File: src/rtl/fetch.sv
// Instruction-fetch stage: owns the PC, issues one instruction-bus request at
// a time, and hands fetched words to decode through an output slot backed by
// a one-entry skid buffer. Redirects from decode flush the slot and skid;
// responses to wrong-path requests already on the bus are dropped.
module fetch #(
  parameter logic [63:0] RESET_PC = 64'h0000_0000_8000_0000
) (
  input  logic        clk,
  input  logic        reset,
  output logic        ireq_valid,
  output logic [63:0] ireq_addr,
  input  logic        iresp_data_ok,
  input  logic [31:0] iresp_data,
  input  logic        stall,
  input  logic        redirect,
  input  logic [63:0] redirect_pc,
  output logic        out_valid,
  output logic [63:0] out_pc,
  output logic [31:0] out_instr
);

  typedef enum logic [0:0] {
    ST_FETCH   = 1'b0,
    ST_DISCARD = 1'b1
  } state_t;

  state_t      state_r;
  logic        run_r;
  logic [63:0] pc_r;
  logic [63:0] hold_addr_r;
  logic        slot_valid_r;
  logic [63:0] slot_pc_r;
  logic [31:0] slot_instr_r;
  logic        skid_valid_r;
  logic [63:0] skid_pc_r;
  logic [31:0] skid_instr_r;

  logic        ireq_valid_s;
  logic [63:0] ireq_addr_s;
  logic        consume_s;
  logic        take_redirect_s;
  logic        accept_s;
  logic [63:0] redirect_target_s;

  // Bus request derived only from state and registers; DISCARD keeps the
  // wrong-path address on the bus until its response arrives.
  always_comb begin
    ireq_valid_s = 1'b0;
    ireq_addr_s  = pc_r;
    case (state_r)
      ST_FETCH: begin
        ireq_valid_s = run_r & ~skid_valid_r;
        ireq_addr_s  = pc_r;
      end
      ST_DISCARD: begin
        ireq_valid_s = 1'b1;
        ireq_addr_s  = hold_addr_r;
      end
      default: begin
        ireq_valid_s = 1'b0;
        ireq_addr_s  = pc_r;
      end
    endcase
  end

  // Handshake qualifiers: a redirect only counts when decode consumes the slot.
  always_comb begin
    consume_s         = slot_valid_r & ~stall;
    take_redirect_s   = redirect & consume_s;
    accept_s          = iresp_data_ok & ireq_valid_s;
    redirect_target_s = redirect_pc & ~64'd3;
  end

  assign ireq_valid = ireq_valid_s;
  assign ireq_addr  = ireq_addr_s;
  assign out_valid  = slot_valid_r;
  assign out_pc     = slot_pc_r;
  assign out_instr  = slot_instr_r;

  // PC, slot, skid and FETCH/DISCARD sequencing; redirect has top priority.
  always_ff @(posedge clk or posedge reset) begin
    if (reset) begin
      state_r      <= ST_FETCH;
      run_r        <= 1'b0;
      pc_r         <= RESET_PC;
      hold_addr_r  <= RESET_PC;
      slot_valid_r <= 1'b0;
      slot_pc_r    <= 64'd0;
      slot_instr_r <= 32'd0;
      skid_valid_r <= 1'b0;
      skid_pc_r    <= 64'd0;
      skid_instr_r <= 32'd0;
    end else begin
      run_r <= 1'b1;
      if (take_redirect_s) begin
        pc_r         <= redirect_target_s;
        slot_valid_r <= 1'b0;
        skid_valid_r <= 1'b0;
        if (ireq_valid_s && !iresp_data_ok) begin
          state_r     <= ST_DISCARD;
          hold_addr_r <= ireq_addr_s;
        end else begin
          state_r <= ST_FETCH;
        end
      end else begin
        case (state_r)
          ST_DISCARD: begin
            if (accept_s) begin
              state_r <= ST_FETCH;
            end
          end
          ST_FETCH: begin
            if (accept_s) begin
              pc_r <= pc_r + 64'd4;
              if (!slot_valid_r || consume_s) begin
                slot_valid_r <= 1'b1;
                slot_pc_r    <= pc_r;
                slot_instr_r <= iresp_data;
              end else begin
                skid_valid_r <= 1'b1;
                skid_pc_r    <= pc_r;
                skid_instr_r <= iresp_data;
              end
            end else if (consume_s) begin
              if (skid_valid_r) begin
                slot_valid_r <= 1'b1;
                slot_pc_r    <= skid_pc_r;
                slot_instr_r <= skid_instr_r;
                skid_valid_r <= 1'b0;
              end else begin
                slot_valid_r <= 1'b0;
              end
            end
          end
          default: begin
            state_r <= ST_FETCH;
          end
        endcase
      end
    end
  end

endmodule

File: config.mk
export PLATFORM = sky130hd
export DESIGN_NAME = fetch
export DESIGN_NICKNAME = d
export VERILOG_FILES = /design/src/rtl/fetch.sv
export SDC_FILE = /design/constraint.sdc
export NUM_CORES = 1
export LEC_CHECK = 0
export ABC_AREA = 1
export CAP_MARGIN = 20
export CORE_ASPECT_RATIO = 0.7
export CORE_UTILIZATION = 40
export CTS_BUF_LIST = sky130_fd_sc_hd__clkbuf_8
export DETAILED_ROUTE_END_ITERATION = 12
export DONT_BUFFER_PORTS = 1
export SYNTH_ARGS = -nofsm -noshare
export SYNTH_HDL_FRONTEND = slang
export SYNTH_SLANG_ARGS = --single-unit
File: constraint.sdc
create_clock -name clk -period 11.58 [get_ports clk]
set_input_delay 0.579 -clock clk [delete_from_list [all_inputs] [get_ports clk]]
set_output_delay 0.579 -clock clk [all_outputs]
set_load 0.01 [all_outputs]
==> reports/metrics.cfg, run 1 <==
[outcome]
status=completed

[routing]
via_per_inst=5.14
dr.pass1.iters=5
drc=0
drtIter0Drc=1053
ant_nets=0
wl_per_cell_um=17.6
routed_wl_um=47500
vias=13835

[clocking]
numCtsBuffers=54
clock-root-buffer=clkbuf_8
cts_max_level=2
ctsResizeCount=0
cts_num_sinks=318
path_clk_slew_ns=0.06
clock_latency_ns=0.64
cts_tree=done
cts_max_path_buffers=3

[power_and_ir_drop]
power_leakage_nw=8.81
switching_power_w=0.00181
vdd_ir_drop_max_uv=119
total_power_w=0.00446
clkPwrFrac_pct=24.0
switching_share_pct=40.6
p_comb_share_pct=30.7
power.density_nw_per_um2=253
p_seq_share_pct=45.2
p_int_w=0.00265

[sta]
slew_headroom_pct=26.7
post-route-period-util_pct=39.9
finalSetupViolations=0
tightest_slew_ns=1.10
timing.setup.tns_ns=0
rsz0062_at_grt=false
hold-worst-slack_ns=0.119
max_freq_mhz=216
final_hold_viol_count=0
period_needed_ns=4.63
maxSlewViolCount=0
clock_skew_ns=0.0514

[yosys]
seq_area_frac_synth_pct=49.3
synth.distinct_cells=36
synth_area_um2=16100
yosysWarnings=0
synthCells=2150
ys.flop_type=dfrtp_1
synth-seq-cells=318
synth_top_cell_by_area=dfrtp_1
synthTopCellsByArea=dfrtp_1, nand2_1, o21ai_0, nor2_1, mux2_2
ys_async_sr_fraction_pct=100
avgSynthCellArea_um2=7.51
synth_edf_count=0
synth_top_area_share_pct=49.0

[worst_setup_path]
critical_path_class=reg2reg
crit_required_ns=12.09
startpoint_type=flop
arrival_ns=5.14
cp_max_fo=68
endpoint_kind=flop

[global_route]
grt_pass1_vias=13025
grt_pass1_wl_um=75000
grtUsageTotal_pct=23.1
gr-total-overflow=0
grt_max_degree=118
antenna_found_initial=4

[cells_and_area]
multiInputGateArea_um2=7040
nFillCells=4052
final_nets=2214
area_delta_synth_final_pct=9.11
drive_gt1_share_pct=8.12
utilization_pct=44.3
seqCellArea_um2=7960

[floorplanning]
core_area_um2=39800
die_area_um2=41200
io_pins=263
start_util_pct=40.6
die_y_um=170
row_count=61
die_x_um=242

[place]
gp_congestion=0.961
port_buffers=0
hpwl_um=32500

[hold_path]
hp-class=in2reg

[flow_run]
maxCapViolCount=0

## area by class of cell
class,instances,area share [%]
multi-input cells,1554,40.0
clock inverters,27,0.987
clock buffers,71,5.55
diodes,4,0.0568
inverters,169,3.65
well taps,535,3.80
repair buffers,15,0.767
flip-flops and latches,318,45.2
## placed cells by master (no fill, tap or decap), types with 4 or more instances in the layout
cell / n
clkbuf_8: 71
dfrtp_1: 315
nand4_1: 8
a211oi_1: 5
o21ai_1: 28
diode_2: 4
o21ai_0: 280
mux2_1: 4
nand3_1: 62
buf_4: 13
o211ai_1: 22
a21oi_1: 23
mux2_2: 58
nor2_1: 188
clkinv_2: 5
inv_1: 180
inv_2: 5
nand2_1: 850
## path summary, 6_finish.rpt
path,start,end,slack (ns),cells after the start
setup reg to reg,state_r,out_pc[2],6.95,12
hold / removal,iresp_data[31],skid_instr_r[31],0.12,2
min in group asynchronous,reset,out_pc[12],0.62,2
max in group asynchronous,reset,out_pc[53],9.05,5
hold reg to reg,skid_pc_r[53],skid_pc_r[53],0.48,2
setup / recovery,state_r,out_pc[2],6.95,12
## logic make-up after synthesis
| logic type | Yosys count | share of synthesized area [%] |
|---|---|---|
| AOI/OAI and AO/OA | 366 | 11.9 |
| other | 2 | 0.0465 |
| and+or+nand+nor | 1122 | 27.1 |
| muxes | 62 | 4.32 |
| buffers and inverters | 279 | 7.25 |
| DFF | 318 | 49.3 |
| adders and majority gates | 1 | 0.0775 |
## flip-flops by register name (all words and copies together) (netlist names)
signal        flops
hold_addr_r      64
state_r           1
skid_pc_r        62
pc_r             62
out_valid         1
out_pc           62
skid_valid_r      1
run_r             1
skid_instr_r     32
out_instr        32
## what timing repair did
action,4_1_cts,5_1_grt
buffers inserted,0,0
hold endpoints to repair,15,0
hold buffers,1,0
## Yosys cell counts (7+ instances only)
cell type  number
nand2_1       850
dfrtp_1       316
o21ai_0       280
nor2_1        188
inv_1         163
nand3_1        63
mux2_2         58
buf_2          51
clkbuf_1       43
o21ai_1        28
a21oi_1        23
o211ai_1       22
nand4_1         8
buf_1           7
buf_6           7
## metrics by stage
| stage | cells | setup slack, ns | cell area, um^2 |
|---|---|---|---|
| floorplan | 2151 | 2.20 | 16100 |
| global placement | 2589 | 7.01 | 16400 |
| detailed placement | 2589 | 6.96 | 16400 |
| CTS | 2688 | 6.92 | 17600 |
| global route | 2691 | 6.59 | 17600 |
| finish | 2693 | 6.95 | 17600 |
## power groups by stage
stage | combinational (W) | clock, W | sequential (W)
after floorplan | 0.00109 | 0 | 0.00192
after global placement | 0.00134 | 0 | 0.00201
after detailed placement | 0.00138 | 0 | 0.00203
after CTS | 0.00138 | 0.00110 | 0.00201
after global routing | 0.00160 | 0.00115 | 0.00208
final | 0.00137 | 0.00107 | 0.00202
## routing by layer
metal	up-vias	routed length, um	track usage [%]
li1	6741	-	-
met1	6654	22400	32.6
met2	371	20600	34.9
met3	67	3710	6.36
met4	2	823	5.94
met5	-	9	0
## worst max-delay path, stage by stage (launching register included)
cell and delay (ns):
dfrtp_4 0.69, inv_2 0.21, nand2_2 0.15, nand2_4 0.48, buf_4 0.53, inv_2 0.11
o21ai_1 0.17, a21oi_2 0.07, nand2_4 0.48, clkinv_2 0.61, buf_4 0.57, nand2_1 0.22
nand2_1 0.06
Note: power is estimated with default switching activity, not from simulation.
==> run 2, diff against run 1 <==
==> constraint.sdc (replaced) <==
create_clock -name clk -period 3.9 [get_ports clk]
set_input_delay 0.195 -clock clk [delete_from_list [all_inputs] [get_ports clk]]
set_output_delay 0.195 -clock clk [all_outputs]
set_load 0.01 [all_outputs]
==> run 2 against run 1 <==
Compared with the run above: via count increased by 2.1%; wire length increased by 0.11%; non-clock buffer count increased by 105; critical path depth decreased by 9; worst hold slack got worse by 0.011 ns; sequential share of layout area decreased by 2.5 points; die area unchanged; register-to-register slack got worse by 5.7 ns; power increased to 3.0 times the previous value.
==> reports/metrics.cfg, run 2 (synthesized netlist as in run 1, its figures left out) <==
[clocking]
clock_latency_ns=0.62
cts_setup_buffers=0
ctsResizeCount=0
cts_num_sinks=318
cts_tree=done
cts_max_level=2
cts_max_path_buffers=3
path_clk_slew_ns=0.06
clock-root-buffer=clkbuf_8
numCtsBuffers=53

[power_and_ir_drop]
power.density_nw_per_um2=713
power_leakage_nw=9.26
vdd_ir_drop_max_uv=377

[routing]
ant_nets=0
via_per_inst=5.05
wl_per_cell_um=17.0
drc=0
routed_wl_um=47500
drtIter0Drc=1136
vias=14127
dr.pass1.iters=5

[worst_setup_path]
cp_common_cell=buf_4
crit_family=buffers and inverters
startpoint_type=flop
cp_max_fo=68
critical_path_class=reg2out
crit_required_ns=3.70
slowest_stage=buf_4
r2r_cells=10
r2r_start=state_r
arrival_ns=2.62
r2r_slack_ns=1.24
endpoint_kind=output pin
cp_slowest_stage_delay_ns=0.62
worst-path-buf-inv=2
rr_endpoint=pc_r[33]
cp_cell_sequence=buf_4 > buf_4 > o21ai_0

[place]
port_buffers=0
dpl_cell_area_um2=16500
hpwl_um=32500
gp_congestion=0.931

[floorplanning]
io_pins=263
die_area_um2=41200
die_x_um=242
start_util_pct=40.6
core_area_um2=39800
row_count=61
die_y_um=170

[sta]
period_needed_ns=2.82
final_hold_viol_count=0
tightest_slew_ns=1.04
max_freq_mhz=355
slew_headroom_pct=30.6
finalSetupViolations=0
maxSlewViolCount=0
rsz0062_at_grt=false
clock_skew_ns=0.0217
post-route-period-util_pct=72.3

[cells_and_area]
mostFrequentLayoutCells=nand2_1, dfrtp_1, o21ai_0
top_register=hold_addr_r
multiInputGateArea_um2=7040
area_delta_synth_final_pct=15.6
largest_reg_flops=64
final_nets=2318
seqCellArea_um2=7960
drive_gt1_share_pct=8.10
utilization_pct=46.9
mostFrequentLayoutCell=nand2_1
design_area_um2=18700
nFillCells=3937

[hold_path]
hp-class=in2async

[global_route]
gr-usage-met2_pct=35.8
grt_max_degree=189
gr-total-overflow=0
grt.busiest_layer=met2
grt_pass1_wl_um=75500
grtUsageTotal_pct=23.0
grt_pass1_vias=13524
antenna_found_initial=3
grt_use_met3_pct=5.13
groute.layer.met1.usage_pct=32.7

[flow_run]
maxCapViolCount=0

[outcome]
status=completed

-- run 2: power by group --
part / switching, W / total, W / internal, W
registers: 0.00122 / 0.00597 / 0.00476
logic: 0.00275 / 0.00420 / 0.00145
clock network: 0.00143 / 0.00313 / 0.00170
total: 0.00540 / 0.0133 / 0.00791
-- run 2: per-layer routing --
metal	vias to the layer above	part of all wire [%]
met1	6676	48
met2	416	44
met4	4	1.5
li1	6963	-
met3	68	6.4
met5	-	0.046
-- run 2: layout make-up --
class,instances,area share [%]
Antenna cell,1,0.0134
Clock buffer,68,5.02
Clock inverter,31,1.04
Inverter,169,3.43
Multi-Input combinational cell,1554,37.7
Sequential cell,318,42.7
Tap cell,535,3.59
Timing Repair Buffer,120,6.49
-- run 2: how the worst max path moves through the flow --
stage / start / end / slack [ns] / cells after the start
global route: state_r / ireq_addr[34] / 0.84 / 3
floorplan: reset / hold_addr_r[0] / -0.53 / 1
CTS: state_r / ireq_addr[63] / 0.98 / 3
detailed placement: state_r / pc_r[33] / 1.25 / 10
global placement: state_r / pc_r[56] / 1.29 / 9
finish: state_r / ireq_addr[63] / 1.08 / 3
-- run 2: repair_timing --
item / 4_1_cts / 5_1_grt
hold buffers: 99 / 0
setup endpoints to repair: 0 / 0
hold endpoints to repair: 238 / 0
-- run 2: metrics by stage --
step | setup slack [ns] | TNS [ns] | total power, W | hold slack, ns | std cells
after floorplan | -0.532 | -168.17 | 0.00894 | 0.353 | 2151
after global placement | 1.29 | 0 | 0.00995 | 0.125 | 2597
after detailed placement | 1.25 | 0 | 0.0101 | 0.130 | 2597
after CTS | 0.978 | 0 | 0.0134 | 0.0866 | 2795
after global routing | 0.841 | 0 | 0.0144 | 0.132 | 2796
final | 1.08 | 0 | 0.0133 | 0.108 | 2796
==> run 3, diff against run 2 <==
==> constraint.sdc (replaced) <==
create_clock -name clk -period 2.55 [get_ports clk]
set_input_delay 0.1275 -clock clk [delete_from_list [all_inputs] [get_ports clk]]
set_output_delay 0.1275 -clock clk [all_outputs]
set_load 0.01 [all_outputs]
==> run 3 against run 2 <==
Compared with the run above: sequential share of layout area decreased by 0.60 points; wire length increased by 1.6%; combinational power increased by 58%; power increased by 56%; via count increased by 1.1%; non-clock buffer count increased by 16; flip-flop and latch count unchanged; sequential power increased by 53%; register-to-register slack got worse by 1.1 ns; count of clock-buffer cells in the layout increased by 3; clock skew increased by 0.0060 ns; largest cell class unchanged; highest routed layer unchanged.
==> reports/metrics.cfg, run 3 (synthesized netlist as in run 1, its figures left out) <==
[routing]
vias=14281
routed_wl_um=48300
via_per_inst=5.08
drtIter0Drc=1133
ant_nets=0
dr.pass1.iters=5
drc=0
wl_per_cell_um=17.2

[sta]
maxSlewViolCount=0
tightest_slew_ns=0.733
rsz0062_at_grt=false
hold-worst-slack_ns=0.0479
slew_headroom_pct=50.6
period_needed_ns=2.38
max_freq_mhz=421
finalSetupViolations=0
clock_skew_ns=0.0277
post-route-period-util_pct=93.2
final_hold_viol_count=0

[global_route]
grt_pass1_wl_um=76800
grtUsageTotal_pct=23.5
grt_pass1_vias=13502
antenna_found_initial=2
gr-total-overflow=0
grt_max_degree=129

[cells_and_area]
top_register=hold_addr_r
final_nets=2334
largest_reg_flops=64
seqCellArea_um2=7960
design_area_um2=18900
area_delta_synth_final_pct=17.2
nFillCells=3922
mostFrequentLayoutCell=nand2_1
multiInputGateArea_um2=7040
mostFrequentLayoutCells=nand2_1, dfrtp_1, o21ai_0
fin_cells=2812
drive_gt1_share_pct=8.44

[clocking]
numCtsBuffers=53
cts_num_sinks=318
cts_max_level=2
ctsResizeCount=0
cts_tree=done
clock_latency_ns=0.61
cts_max_path_buffers=3
clock-root-buffer=clkbuf_8
path_clk_slew_ns=0.07

[power_and_ir_drop]
vdd_ir_drop_max_uv=488
power.density_nw_per_um2=1100
power_leakage_nw=9.38

[hold_path]
hp-class=in2reg
hold_depth=5
min_to=pc_r[8]
worstHoldStart=redirect

[worst_setup_path]
critical_path_class=reg2reg
cp_max_fo=128
endpoint_kind=flop
r2r_start=state_r
rr_endpoint=pc_r[5]
startpoint_type=flop
crit_required_ns=3.03
arrival_ns=2.86
r2r_slack_ns=0.17
r2r_cells=7

[floorplanning]
die_x_um=242
die_y_um=170
io_pins=263
row_count=61
core_area_um2=39800
die_area_um2=41200
start_util_pct=40.6

[place]
dpl_cell_area_um2=16700
gp_congestion=0.925
dp_cells=2606
hpwl_um=33000
port_buffers=0

[flow_run]
maxCapViolCount=0

[outcome]
status=completed

-- run 3: cell types whose count changed in the layout (fill, tap and decap cells not counted) --
cell,change
clkinv_2,-5
clkinvlp_4,+1
buf_4,+3
dlygate4sd3_1,+7
buf_12,+6
bufinv_16,+1
clkbuf_8,+3
-- run 3: worst max path at each step --
stage,startpoint,end,slack (ns),depth (start not counted)
2_1_floorplan,reset,hold_addr_r[0],-1.81,1
3_3_place_gp,state_r,pc_r[27],0.50,9
3_5_place_dp,pc_r[3],pc_r[58],0.48,11
4_1_cts,state_r,pc_r[5],0.14,7
5_1_grt,state_r,pc_r[5],0.07,7
6_report,state_r,pc_r[5],0.17,7
-- run 3: stage by stage --
stage	worst slack (ns)	setup TNS, ns	util, %	power (W)
2_1_floorplan	-1.81	-574.78	-	0.0137
3_3_place_gp	0.500	0	41.9	0.0153
3_5_place_dp	0.476	0	41.9	0.0156
4_1_cts	0.140	0	47.6	0.0209
5_1_grt	0.0683	0	47.6	0.0224
6_report	0.172	0	47.6	0.0208
-- run 3: power breakdown --
group | switching, W | leakage (nW) | total (W) | internal, W
logic | 0.00428 | 4.68 | 0.00662 | 0.00234
clock network | 0.00220 | 0.667 | 0.00500 | 0.00279
registers | 0.00187 | 4.03 | 0.00915 | 0.00727
-- run 3: area by class of cell --
cell class | count | area share (%)
multi-input cells | 1554 | 37.2
inverters | 169 | 3.38
flip-flops and latches | 318 | 42.1
diodes | 1 | 0.0132
clock inverters | 28 | 1.09
well taps | 535 | 3.54
repair buffers | 136 | 7.52
clock buffers | 71 | 5.16
-- run 3: what timing repair did --
| item | CTS | global route |
|---|---|---|
| hold buffers | 106 | 0 |
| setup buffers | 0 | 0 |
| hold endpoints to repair | 434 | 0 |
-- run 3: critical path: stages, from the launching register on --
cell and delay [ns]:
dfrtp_4 0.49, buf_12 0.24, nor2_4 0.32, inv_2 0.07, buf_4 0.24, o211ai_1 0.22
o31ai_2 0.09, dlygate4sd3_1 0.56
-- run 3: layer usage --
metal	track usage [%]	up-vias	wire length (um)	part of all wire [%]
met4	4.54	4	613	1.3
li1	-	6965	-	-
met2	36.2	449	21300	44
met3	4.78	55	3410	7.1
met5	0	-	26	0.054
met1	34.1	6808	23000	48
